### src/rtl/apb_requester.sv
// APB4 requester: accepts one local command at a time, runs a SETUP/ACCESS
// transfer on the peripheral bus and returns a one-cycle response strobe.
// Misaligned commands are rejected locally, and an ACCESS phase that stalls
// for TIMEOUT cycles is abandoned with an error.
module apb_requester #(
  parameter int unsigned ADDR_WIDTH = 32,
  parameter int unsigned DATA_WIDTH = 32,
  parameter int unsigned TIMEOUT    = 16
) (
  input  logic                    pclk,
  input  logic                    presetn,
  // Client command channel
  input  logic                    cmd_valid,
  output logic                    cmd_ready,
  input  logic                    cmd_write,
  input  logic [ADDR_WIDTH-1:0]   cmd_addr,
  input  logic [DATA_WIDTH-1:0]   cmd_wdata,
  input  logic [DATA_WIDTH/8-1:0] cmd_strb,
  input  logic [2:0]              cmd_prot,
  // Client response channel
  output logic                    rsp_valid,
  output logic [DATA_WIDTH-1:0]   rsp_rdata,
  output logic                    rsp_err,
  output logic                    rsp_timeout,
  // APB bus
  output logic                    psel,
  output logic                    penable,
  output logic                    pwrite,
  output logic [ADDR_WIDTH-1:0]   paddr,
  output logic [DATA_WIDTH-1:0]   pwdata,
  output logic [DATA_WIDTH/8-1:0] pstrb,
  output logic [2:0]              pprot,
  input  logic [DATA_WIDTH-1:0]   prdata,
  input  logic                    pready,
  input  logic                    pslverr
);

  localparam int unsigned STRB_WIDTH = DATA_WIDTH / 8;
  localparam int unsigned CNT_W      = $clog2(TIMEOUT + 1);

  typedef enum logic [1:0] {StIdle, StSetup, StAccess} state_e;

  state_e                  r_state;
  state_e                  w_state_next;
  logic [CNT_W-1:0]        r_cnt;
  logic                    r_pwrite;
  logic [ADDR_WIDTH-1:0]   r_paddr;
  logic [DATA_WIDTH-1:0]   r_pwdata;
  logic [STRB_WIDTH-1:0]   r_pstrb;
  logic [2:0]              r_pprot;
  logic                    r_rsp_valid;
  logic [DATA_WIDTH-1:0]   r_rsp_rdata;
  logic                    r_rsp_err;
  logic                    r_rsp_timeout;

  logic                    w_accept;
  logic                    w_misaligned;
  logic                    w_done;
  logic                    w_tout;
  logic                    w_psel;
  logic                    w_penable;

  // Low address bits under the byte-lane mask must be zero; masking avoids an
  // empty slice when the bus is one byte wide.
  assign w_misaligned = (cmd_addr & ADDR_WIDTH'(STRB_WIDTH - 1)) != '0;
  assign cmd_ready    = (r_state == StIdle) && presetn;

  // Next-state decode and bus control outputs.
  always_comb begin
    w_state_next = r_state;
    w_accept     = 1'b0;
    w_done       = 1'b0;
    w_tout       = 1'b0;
    w_psel       = 1'b0;
    w_penable    = 1'b0;
    unique case (r_state)
      StIdle: begin
        if (cmd_valid && cmd_ready) begin
          w_accept = 1'b1;
          if (!w_misaligned) w_state_next = StSetup;
        end
      end
      StSetup: begin
        w_psel       = 1'b1;
        w_state_next = StAccess;
      end
      StAccess: begin
        w_psel    = 1'b1;
        w_penable = 1'b1;
        // pready wins over a timeout landing in the same cycle.
        if (pready) begin
          w_done       = 1'b1;
          w_state_next = StIdle;
        end else if (r_cnt == CNT_W'(TIMEOUT - 1)) begin
          w_tout       = 1'b1;
          w_state_next = StIdle;
        end
      end
      default: w_state_next = StIdle;
    endcase
  end

  // State register and ACCESS cycle counter (zero outside ACCESS).
  always_ff @(posedge pclk) begin
    if (!presetn) begin
      r_state <= StIdle;
      r_cnt   <= '0;
    end else begin
      r_state <= w_state_next;
      r_cnt   <= (r_state == StAccess) ? r_cnt + CNT_W'(1) : '0;
    end
  end

  // Command capture and response generation.
  always_ff @(posedge pclk) begin
    if (!presetn) begin
      r_pwrite      <= 1'b0;
      r_paddr       <= '0;
      r_pwdata      <= '0;
      r_pstrb       <= '0;
      r_pprot       <= '0;
      r_rsp_valid   <= 1'b0;
      r_rsp_rdata   <= '0;
      r_rsp_err     <= 1'b0;
      r_rsp_timeout <= 1'b0;
    end else begin
      if (w_accept) begin
        r_pwrite <= cmd_write;
        r_paddr  <= cmd_addr;
        r_pwdata <= cmd_wdata;
        r_pstrb  <= cmd_write ? cmd_strb : '0;
        r_pprot  <= cmd_prot;
      end
      r_rsp_valid   <= w_done || w_tout || (w_accept && w_misaligned);
      r_rsp_err     <= (w_done && pslverr) || w_tout || (w_accept && w_misaligned);
      r_rsp_timeout <= w_tout;
      r_rsp_rdata   <= (w_done && !r_pwrite && !pslverr) ? prdata : '0;
    end
  end

  assign psel        = w_psel;
  assign penable     = w_penable;
  assign pwrite      = r_pwrite;
  assign paddr       = r_paddr;
  assign pwdata      = r_pwdata;
  assign pstrb       = r_pstrb;
  assign pprot       = r_pprot;
  assign rsp_valid   = r_rsp_valid;
  assign rsp_rdata   = r_rsp_rdata;
  assign rsp_err     = r_rsp_err;
  assign rsp_timeout = r_rsp_timeout;

endmodule

### config.mk
export PLATFORM = sky130hd
export DESIGN_NAME = apb_requester
export DESIGN_NICKNAME = d
export VERILOG_FILES = /design/src/rtl/apb_requester.sv
export SDC_FILE = /design/constraint.sdc
export NUM_CORES = 1
export LEC_CHECK = 0
export BUFFER_PORTS_ARGS = -buffer_cell sky130_fd_sc_hd__buf_4
export CAP_MARGIN = 30
export CORE_AREA = 2 2 116 118
export DETAILED_ROUTE_END_ITERATION = 8
export DIE_AREA = 0 0 118 120
export HOLD_SLACK_MARGIN = 0.1
export PLACE_DENSITY = 0.68
export SYNTH_ARGS = -nofsm -noshare
export SYNTH_HDL_FRONTEND = slang
export SYNTH_SLANG_ARGS = --single-unit
### constraint.sdc
create_clock -name pclk -period 1.6 [get_ports pclk]
set_input_delay 0.32 -clock pclk [delete_from_list [all_inputs] [get_ports pclk]]
set_output_delay 0.32 -clock pclk [all_outputs]
set_load 0.02 [all_outputs]
Word-level counts from Yosys, hierarchy flattened
Cells that the tools add are included.
{"block": "op_classes", "n_addsub": 1, "eq_ne": 6, "n_mux": 15, "n_reduce_logical": 18}
{"op": "nonzero test 32 bit", "n": 1}
{"op": "2-to-1 mux 1 bit", "n": 9}
{"op": "2-to-1 mux 2 bit", "n": 4}
{"op": "logical AND 1 bit", "n": 6}
{"op": "case mux 2 bit (3 select lines)", "n": 1}
{"op": "adder 5 x 1 -> 5 bit (second input constant)", "n": 1}
{"op": "== test 5 x 4 -> 1 bit (second input constant)", "n": 1}
{"op": "logical OR 1 bit", "n": 4}
{"op": "2-to-1 mux 4 bit", "n": 1}
{"op": "AND reduction 2 bit", "n": 2}
{"op": "!= test 3 bit (second input constant)", "n": 1}
{"op": "AND reduction 3 bit", "n": 1}
{"op": "== test 2 x 1 -> 1 bit (second input constant)", "n": 1}
{"op": "== test 2 bit (second input constant)", "n": 1}
{"op": "zero test 1 bit", "n": 2}
{"op": "zero test 2 bit", "n": 1}
{"op": "!= test 2 x 1 -> 1 bit (second input constant)", "n": 1}
{"op": "!= test 2 bit (second input constant)", "n": 1}
{"op": "OR reduction 2 bit", "n": 1}
{"block": "word_totals", "ff_bits": 114, "out_inout_bits": 110}

Depth between registers and ports, before layout
Gate-level depths: netlist of the first run.
{"block": "logic_depth", "depth_word": 7, "ltp_mapped": 7, "ltp_nobuf": 6}

Least setup slack after synthesis of the first run
OpenSTA, ideal clock, no wires.
{"block": "synth_path", "path_type": "reg2reg", "start": "register r_cnt[0]", "end": "register r_state[0]", "t_arrival_ns": 1.473, "setup_slack_ns": 0.009, "stages_incl_launch_ff": 7, "path_buffers": 0, "period_less_slack_ns": 1.591, "cell_sequence": "dfxtp_1 ha_1 and3_1 ha_1 nor3b_1 nor2_1 o221a_2"}
{"block": "synth_between", "elab_chain_cells": 3}
{"element": "from (decl)", "line": "45", "rtl": "logic [CNT_W-1:0] r_cnt;"}
{"element": "from (signal assigned)", "line": "110", "rtl": "r_cnt <= (r_state == StAccess) ? r_cnt + CNT_W'(1) : '0;"}
{"element": "== test 5 x 4 -> 1 bit", "line": "94", "rtl": "end else if (r_cnt == CNT_W'(TIMEOUT - 1)) begin"}
{"element": "!= test 3 bit (no line)"}
{"element": "AND reduction 3 bit (no line)"}
{"element": "to (signal assigned)", "line": "106", "rtl": "r_state <= StIdle;"}
{"element": "to (signal assigned)", "line": "109", "rtl": "r_state <= w_state_next;"}
{"element": "to (decl)", "line": "43", "rtl": "state_e r_state;"}
Every way passes these cells.
A chain may end at the register's enable or synchronous reset.

Worst setup path after layout of the first run
{"block": "layout_path", "start": "register r_state[0]", "end": "output port cmd_ready"}
{"block": "layout_between", "elab_chain_cells": 2}
{"element": "zero test 2 bit", "line": "66", "rtl": "assign cmd_ready = (r_state == StIdle) && presetn;"}
{"element": "logical AND 1 bit", "line": "66"}
{"element": "to (decl)", "line": "14", "rtl": "output logic cmd_ready,"}
Every way passes these cells.

==> results of run 1 <==
worst max-delay path by stage:
| stage | endpoint | depth (start not counted) | slack (ns) |
|---|---|---|---|
| after floorplan | r_state[0]$_SDFFE_PN0P_ | 6 | 0.009 |
| after global placement | r_state[0]$_SDFFE_PN0P_ | 6 | -0.002 |
| after detailed placement | r_state[0]$_SDFFE_PN0P_ | 6 | -0.02 |
| after CTS | cmd_ready | 5 | -0.05 |
| after global routing | cmd_ready | 5 | -0.07 |
| final | cmd_ready | 5 | -0.03 |
repair_timing:
action                                  4_1_cts  5_1_grt
pin swaps                                     1        1
endpoints found under the setup margin        5        5
resized for setup                            11        7
hold buffers                                 93        1
endpoints found under the hold margin        93        1
setup buffers                                 3        1
layer usage:
metal	global-route usage	wire length, microns	up-vias	share of wire
li1	-	-	2009	-
met2	0.332	7010	159	0.55
met3	0.0613	711	24	0.055
met1	0.184	4790	1951	0.37
met5	0	0	-	0
met4	0.0873	335	0	0.026
synthesized netlist by cell type:
| cell | number | share of area |
|---|---|---|
| a21boi_0 | 7 | 0.014 |
| a21boi_1 | 2 | 0.0039 |
| a21oi_1 | 1 | 0.0013 |
| and2_1 | 33 | 0.054 |
| and3_1 | 3 | 0.0049 |
| buf_2 | 13 | 0.017 |
| buf_4 | 3 | 0.0059 |
| clkbuf_1 | 8 | 0.0079 |
| clkbuf_2 | 3 | 0.0039 |
| dfxtp_1 | 114 | 0.60 |
| ha_1 | 5 | 0.016 |
| inv_1 | 3 | 0.0030 |
| mux2_2 | 1 | 0.0030 |
| mux2i_1 | 1 | 0.0026 |
| nand2_1 | 143 | 0.14 |
| nand2_4 | 1 | 0.0030 |
| nand3_1 | 71 | 0.093 |
| nor2_1 | 5 | 0.0049 |
| nor3b_1 | 2 | 0.0039 |
| nor4b_4 | 1 | 0.0062 |
| o21ai_0 | 2 | 0.0026 |
| o221a_2 | 1 | 0.0030 |
| or3b_2 | 1 | 0.0023 |
| xnor2_1 | 1 | 0.0023 |
| xor2_1 | 1 | 0.0023 |
area by class of cell:
cell class                      count  share of cell area
Clock inverter                     11              0.0177
Inverter                            3             0.00154
Clock buffer                       21              0.0645
Multi-Input combinational cell    282               0.199
Timing Repair Buffer              327               0.374
Tap cell                          176              0.0302
Sequential cell                   114               0.313
state kept, by name (all words and copies together), names as in the netlist:
name / cells
paddr: 32
pprot: 3
pstrb: 4
pwdata: 32
pwrite: 1
r_cnt: 5
r_state: 2
rsp_err: 1
rsp_rdata: 32
rsp_timeout: 1
rsp_valid: 1
stage by stage:
stage | hold slack [ns] | setup WS, ns
after floorplan | 0.396 | 0.00866
final | 0.115 | -0.0347
after global routing | 0.104 | -0.0737
after CTS | 0.101 | -0.0516
after global placement | 0.428 | -0.00156
after detailed placement | 0.443 | -0.0206
power breakdown:
group	leakage, nW	internal, mW	switching (mW)
clock network	0.278	2.42	1.34
logic	2.36	0.597	0.527
registers	0.934	2.99	0.0783
cells by family after synthesis:
| logic type | after synthesis |
|---|---|
| AOI/OAI and AO/OA | 13 |
| adders and majority gates | 5 |
| muxes | 2 |
| buffers and inverters | 30 |
| and+or+nand+nor | 260 |
| DFF | 114 |
| xor gates and xnor gates | 2 |
==> run summary, run 1 <==
status: complete, but fails checks
failing checks: negative setup slack
Nets: 859
FP Rows: 42
CTS Buf Count: 17
Placer Congestion: 0.784
clock transition at the registers of the reported paths: 0.05 ns
post-route ant nets: 0
vias in the first global route: 4129
flops & latches, synth: 114
RSZ-0062 raised after global routing: yes
Starting Density: 0.294
initial antenna violation count: 0
drt total wl: 12.9 mm
Post-DP Area: 0.00565 sq mm
Final period util: 1.02
clock sinks: 114
Final Max Tran Viols: 0
Final setup viols: 1
FF-to-FF setup slack: 0.10 ns
largest family of logic cells by synthesized area: simple AND/OR/NAND/NOR gates
Hold Path End: rsp_rdata[1]$_SDFF_PN0_
Vias/cell: 4.44
nature of the critical path endpoint: primary output
hold_sp: prdata[1]
area of the multi-input gates: 0.00145 sq mm
peak supply drop: 809 uV
Die X: 118 microns
via count: 4143
Compound-Gate Fraction of Synth Area: 0.0246
Detailed Routing Iterations Pass 1: 6
Fill cells: 1046
first-pass GRT wire length: 20.3 mm
final core utilization: 0.562
layout cells sized above 1: 0.373
Leak: 3.57 nW
endpoint required time on the critical path: 1.28 ns
Synth Net Count: 540
largest net degree at the start of global routing: 62
xor and xnor area share after synthesis: 0.00459
setup TNS: -0.0347 ns
core footprint: 0.0130 sq mm
die height: 120 microns
Synth Warn #: 0
Clock Tree Root: clkbuf_16
Hold WC Path Type: input pin to register
HPWL after DPL: 7.73 mm
skew final: 0.00615 ns
synthesized area per cell: 8.96 sq um
wire per inst: 13.8 microns
CP bufs+invs: 3
Mapped Area: 0.00382 sq mm
io pins: 219
most common cell after layout, fill and taps aside: buf_4
register area: 0.00228 sq mm
full die area: 0.0142 sq mm
clk_lat worst skew: 0.41 ns
CP max-delay cell: dfxtp_2
Worst R2R Path Depth: 6
Port Buffer Count: 218
Max Clock Freq: 612 MHz
post-synthesis adder-cell area fraction: 0.0164
actual slew at the worst max-slew pin: 0.642 ns
Max-cap violations: 0
Synth Area in Simple Gates: 0.313
fin crit period: 1.63 ns
Final Hold Violating Endpoints: 0
cell count after placement: 804
crit-path max cell delay: 0.34 ns
Worst Setup SP: r_state[0]$_SDFFE_PN0P_
fin worst setup slack: -0.0347 ns
Critical Path AT: 1.31 ns
worst-path fanout max: 2
area grow syn2layout: 91.0%
Crit Path Category: register to primary output
Max clock buf depth: 2
most frequent cells in the layout: buf_4, nand2_1, dfxtp_1, dlygate4sd3_1, nand3_1
critical path's top delay family: flip-flops
worst reg2reg endpoint: r_state[0]$_SDFFE_PN0P_
CP Cell Sequence: inv_2 -> ha_4 -> buf_6 -> and2_4 -> buf_6
H-tree levels: 4
Post-Layout Inst Area: 0.00729 sq mm
cell repeated most along the worst path: buf_6
first-iteration detailed-routing DRC count: 210
grt total ovfl: 0
Gate Count Post-Synth: 426
DRC Markers: 0
mux contribution to synthesized area: 0.00557
Final Power: 7.95 mW
hold depth: 2
Synth cell types: 25
CTS tree: built
PwrDens: 1090 mW/mm^2
gr usage total: 0.181
crit start category: register
Seq/Total Area, Yosys: 0.598
worst rel slew slack: 0.572
# diodes: 0
Layout Cells excl Fill: 934
worst r2r src: r_cnt[0]$_SDFF_PN0_
No activity file was read; power rests on OpenSTA's default activity.
==> run 2, diff against run 1 <==
- CELL_PAD_IN_SITES_DETAIL_PLACEMENT: not set -> 1
- CELL_PAD_IN_SITES_GLOBAL_PLACEMENT: not set -> 2
- CORE_AREA: 2 2 116 118 -> 2 2 138 140
- DIE_AREA: 0 0 118 120 -> 0 0 140 142
- PLACE_DENSITY: 0.68 -> 0.82
==> run summary, run 2 (synthesis results as in run 1) <==
area grow syn2layout: 91.0% (about the same)
Post-DP Area: 0.00577 sq mm (+2.0%)
HPWL after DPL: 9.77 mm (+26%)
Switching Share: 0.250 (+0.00549)
met1 GRT Util: 0.142 (-0.0421)
endpoint required time on the critical path: 1.28 ns (about the same)
peak supply drop: 678 uV (-16%)
Worst R2R Path Depth: 6 (unchanged)
full die area: 0.0199 sq mm (+40%)
worst reg2reg endpoint: r_state[0]$_SDFFE_PN0P_
part of the power in the clock network: 0.480 (+0.007)
first-pass GRT wire length: 22.9 mm (+13%)
Hold WC Path Type: input pin to register
Post-Layout Inst Area: 0.00729 sq mm (about the same)
Final Power: 8.06 mW (+1.4%)
busiest grt layer: met2
core footprint: 0.0185 sq mm (+42%)
GR Layer Usage met3: 0.0471 (-0.0142)
H-tree levels: 4 (unchanged)
via count: 4098 (-1.1%)
post-route ant nets: 0 (unchanged)
Final period util: 1.02 (-0.00637)
RSZ-0062 raised after global routing: yes
Placer Congestion: 0.714 (-8.9%)
io pins: 219 (unchanged)
Leak: 3.57 nW (about the same)
cell count after placement: 864 (+7.5%)
Clock Tree Root: clkbuf_16
first-iteration detailed-routing DRC count: 100 (-52%)
Detailed Routing Iterations Pass 1: 8 (+2)
most common cell after layout, fill and taps aside: buf_4
largest net degree at the start of global routing: 46 (-26%)
worst rel slew slack: 0.664 (+0.0926)
Max Clock Freq: 616 MHz (+0.63%)
failing checks: design-rule violations, negative setup slack
Pint: 6.04 mW (+0.66%)
Layout Cells excl Fill: 984 (+5.4%)
nature of the critical path endpoint: primary output
switching pwr: 2.02 mW (+3.7%)
DRC Markers: 9 (+9)
Setup Slack @ Placement: -0.0305 ns (-0.00995 ns)
worst r2r src: r_cnt[0]$_SDFF_PN0_
skew final: 0.00573 ns (-0.000415 ns)
initial antenna violation count: 0 (unchanged)
actual slew at the worst max-slew pin: 0.504 ns (-0.139 ns)
Starting Density: 0.207 (-0.0872)
met2 usage: 0.281 (-0.0510)
Vias/cell: 4.16 (-6.1%)
final core utilization: 0.395 (-0.167)
Max-cap violations: 0 (unchanged)
FP Rows: 50 (+19%)
clock transition at the registers of the reported paths: 0.05 ns (about the same)
wire per inst: 14.6 microns (+6.4%)
Crit Path Category: register to primary output
Max clock buf depth: 2 (unchanged)
die height: 142 microns (+18%)
Final setup viols: 1 (unchanged)
crit start category: register
FF-to-FF setup slack: 0.08 ns (-0.02 ns)
# diodes: 0 (unchanged)
PwrDens: 1110 mW/mm^2 (+1.4%)
grt total ovfl: 0 (unchanged)
Nets: 851 (-0.93%)
Final Hold Violating Endpoints: 0 (unchanged)
Critical Path AT: 1.30 ns (about the same)
gr usage total: 0.146 (-0.0346)
fin worst setup slack: -0.0245 ns (+0.0102 ns)
CTS tree: built
CTS Buf Count: 17 (unchanged)
fin crit period: 1.62 ns (-0.0102 ns)
status: complete, but fails checks
most frequent cells in the layout: buf_4, nand2_1, dfxtp_1, dlygate4sd3_1, nand3_1
clock sinks: 114 (unchanged)
Worst Setup SP: r_state[0]$_SDFFE_PN0P_
Final Max Tran Viols: 0 (unchanged)
Port Buffer Count: 218 (unchanged)
drt total wl: 14.4 mm (+12%)
Seq pwr share: 0.381 (-0.005)
Die X: 140 microns (+19%)
layout cells sized above 1: 0.383 (+0.00932)
worst-path fanout max: 2 (unchanged)
vias in the first global route: 4699 (+14%)
Comb pwr share: 0.140 (about the same)
Critical Path Sink: cmd_ready
clk_lat worst skew: 0.41 ns (about the same)
[run 2: cell types whose count changed in the layout (fill, tap and decap cells not counted), sizes merged]
cell | previous run | this run
dlygate4sd3 | 94 | 83
clkinv | 3 | 8
clkbuf | 21 | 17
clkinvlp | 5 | 1
buf | 233 | 236
inv | 4 | 6
bufinv | 2 | 3
[run 2: how the worst min path moves through the flow]
stage | start | endpoint | slack, ns | cells after the start
after detailed placement | r_cnt[0]$_SDFF_PN0_ | r_cnt[0]$_SDFF_PN0_ | 0.44 | 1
after floorplan | pready | rsp_timeout$_SDFF_PN0_ | 0.40 | 1
final | cmd_addr[18] | paddr[18]$_SDFFE_PN0P_ | 0.12 | 3
after CTS | cmd_wdata[0] | pwdata[0]$_SDFFE_PN0P_ | 0.10 | 3
after global routing | cmd_wdata[0] | pwdata[0]$_SDFFE_PN0P_ | 0.10 | 3
after global placement | r_cnt[0]$_SDFF_PN0_ | r_cnt[0]$_SDFF_PN0_ | 0.43 | 1
[run 2: timing repair]
item                                    4_1_cts  5_1_grt
endpoints found under the setup margin       10        5
endpoints found under the hold margin        83        0
hold buffers                                 83        0
buffers inserted                              4        1
pin swaps                                     1        1
gates cloned                                  0        0
gates resized for setup                      12        5
[run 2: layout make-up]
| cell class | count | area, sq um |
|---|---|---|
| fill | 2092 | 11200 |
| timing repair buffer | 319 | 2660 |
| sequential | 114 | 2290 |
| multi-input combinational | 282 | 1430 |
| clock buffer | 17 | 425 |
| tap | 234 | 293 |
| clock inverter | 15 | 183 |
| inverter | 3 | 11.3 |
[run 2: power groups by stage]
stage	registers, mW	logic, mW	clock network (mW)
3_5_place_dp	3.12	0.944	0
3_3_place_gp	3.11	0.915	0
6_report	3.07	1.13	3.87
5_1_grt	3.08	1.21	4.13
4_1_cts	3.07	1.13	4.01
2_1_floorplan	3.29	0.231	0
[run 2: worst max-delay path, stage by stage, from the launching register on]
cell and delay [ns]:
dfxtp_2 0.34, inv_2 0.05, ha_4 0.16, buf_6 0.11, and2_4 0.13, buf_6 0.12
[run 2: layer usage]
metal  wire length [microns]  share of wire
met2                    7980           0.55
met3                     685          0.048
met1                    5260           0.37
met5                       0              0
met4                     471          0.033
[run 2: per-stage QoR]
| stage | setup TNS, ns | hold slack (ns) |
|---|---|---|
| finish | -0.0245 | 0.117 |
| floorplan | 0 | 0.396 |
| CTS | -0.104 | 0.100 |
| global route | -0.106 | 0.104 |
| global placement | 0 | 0.427 |
| detailed placement | -0.0584 | 0.444 |
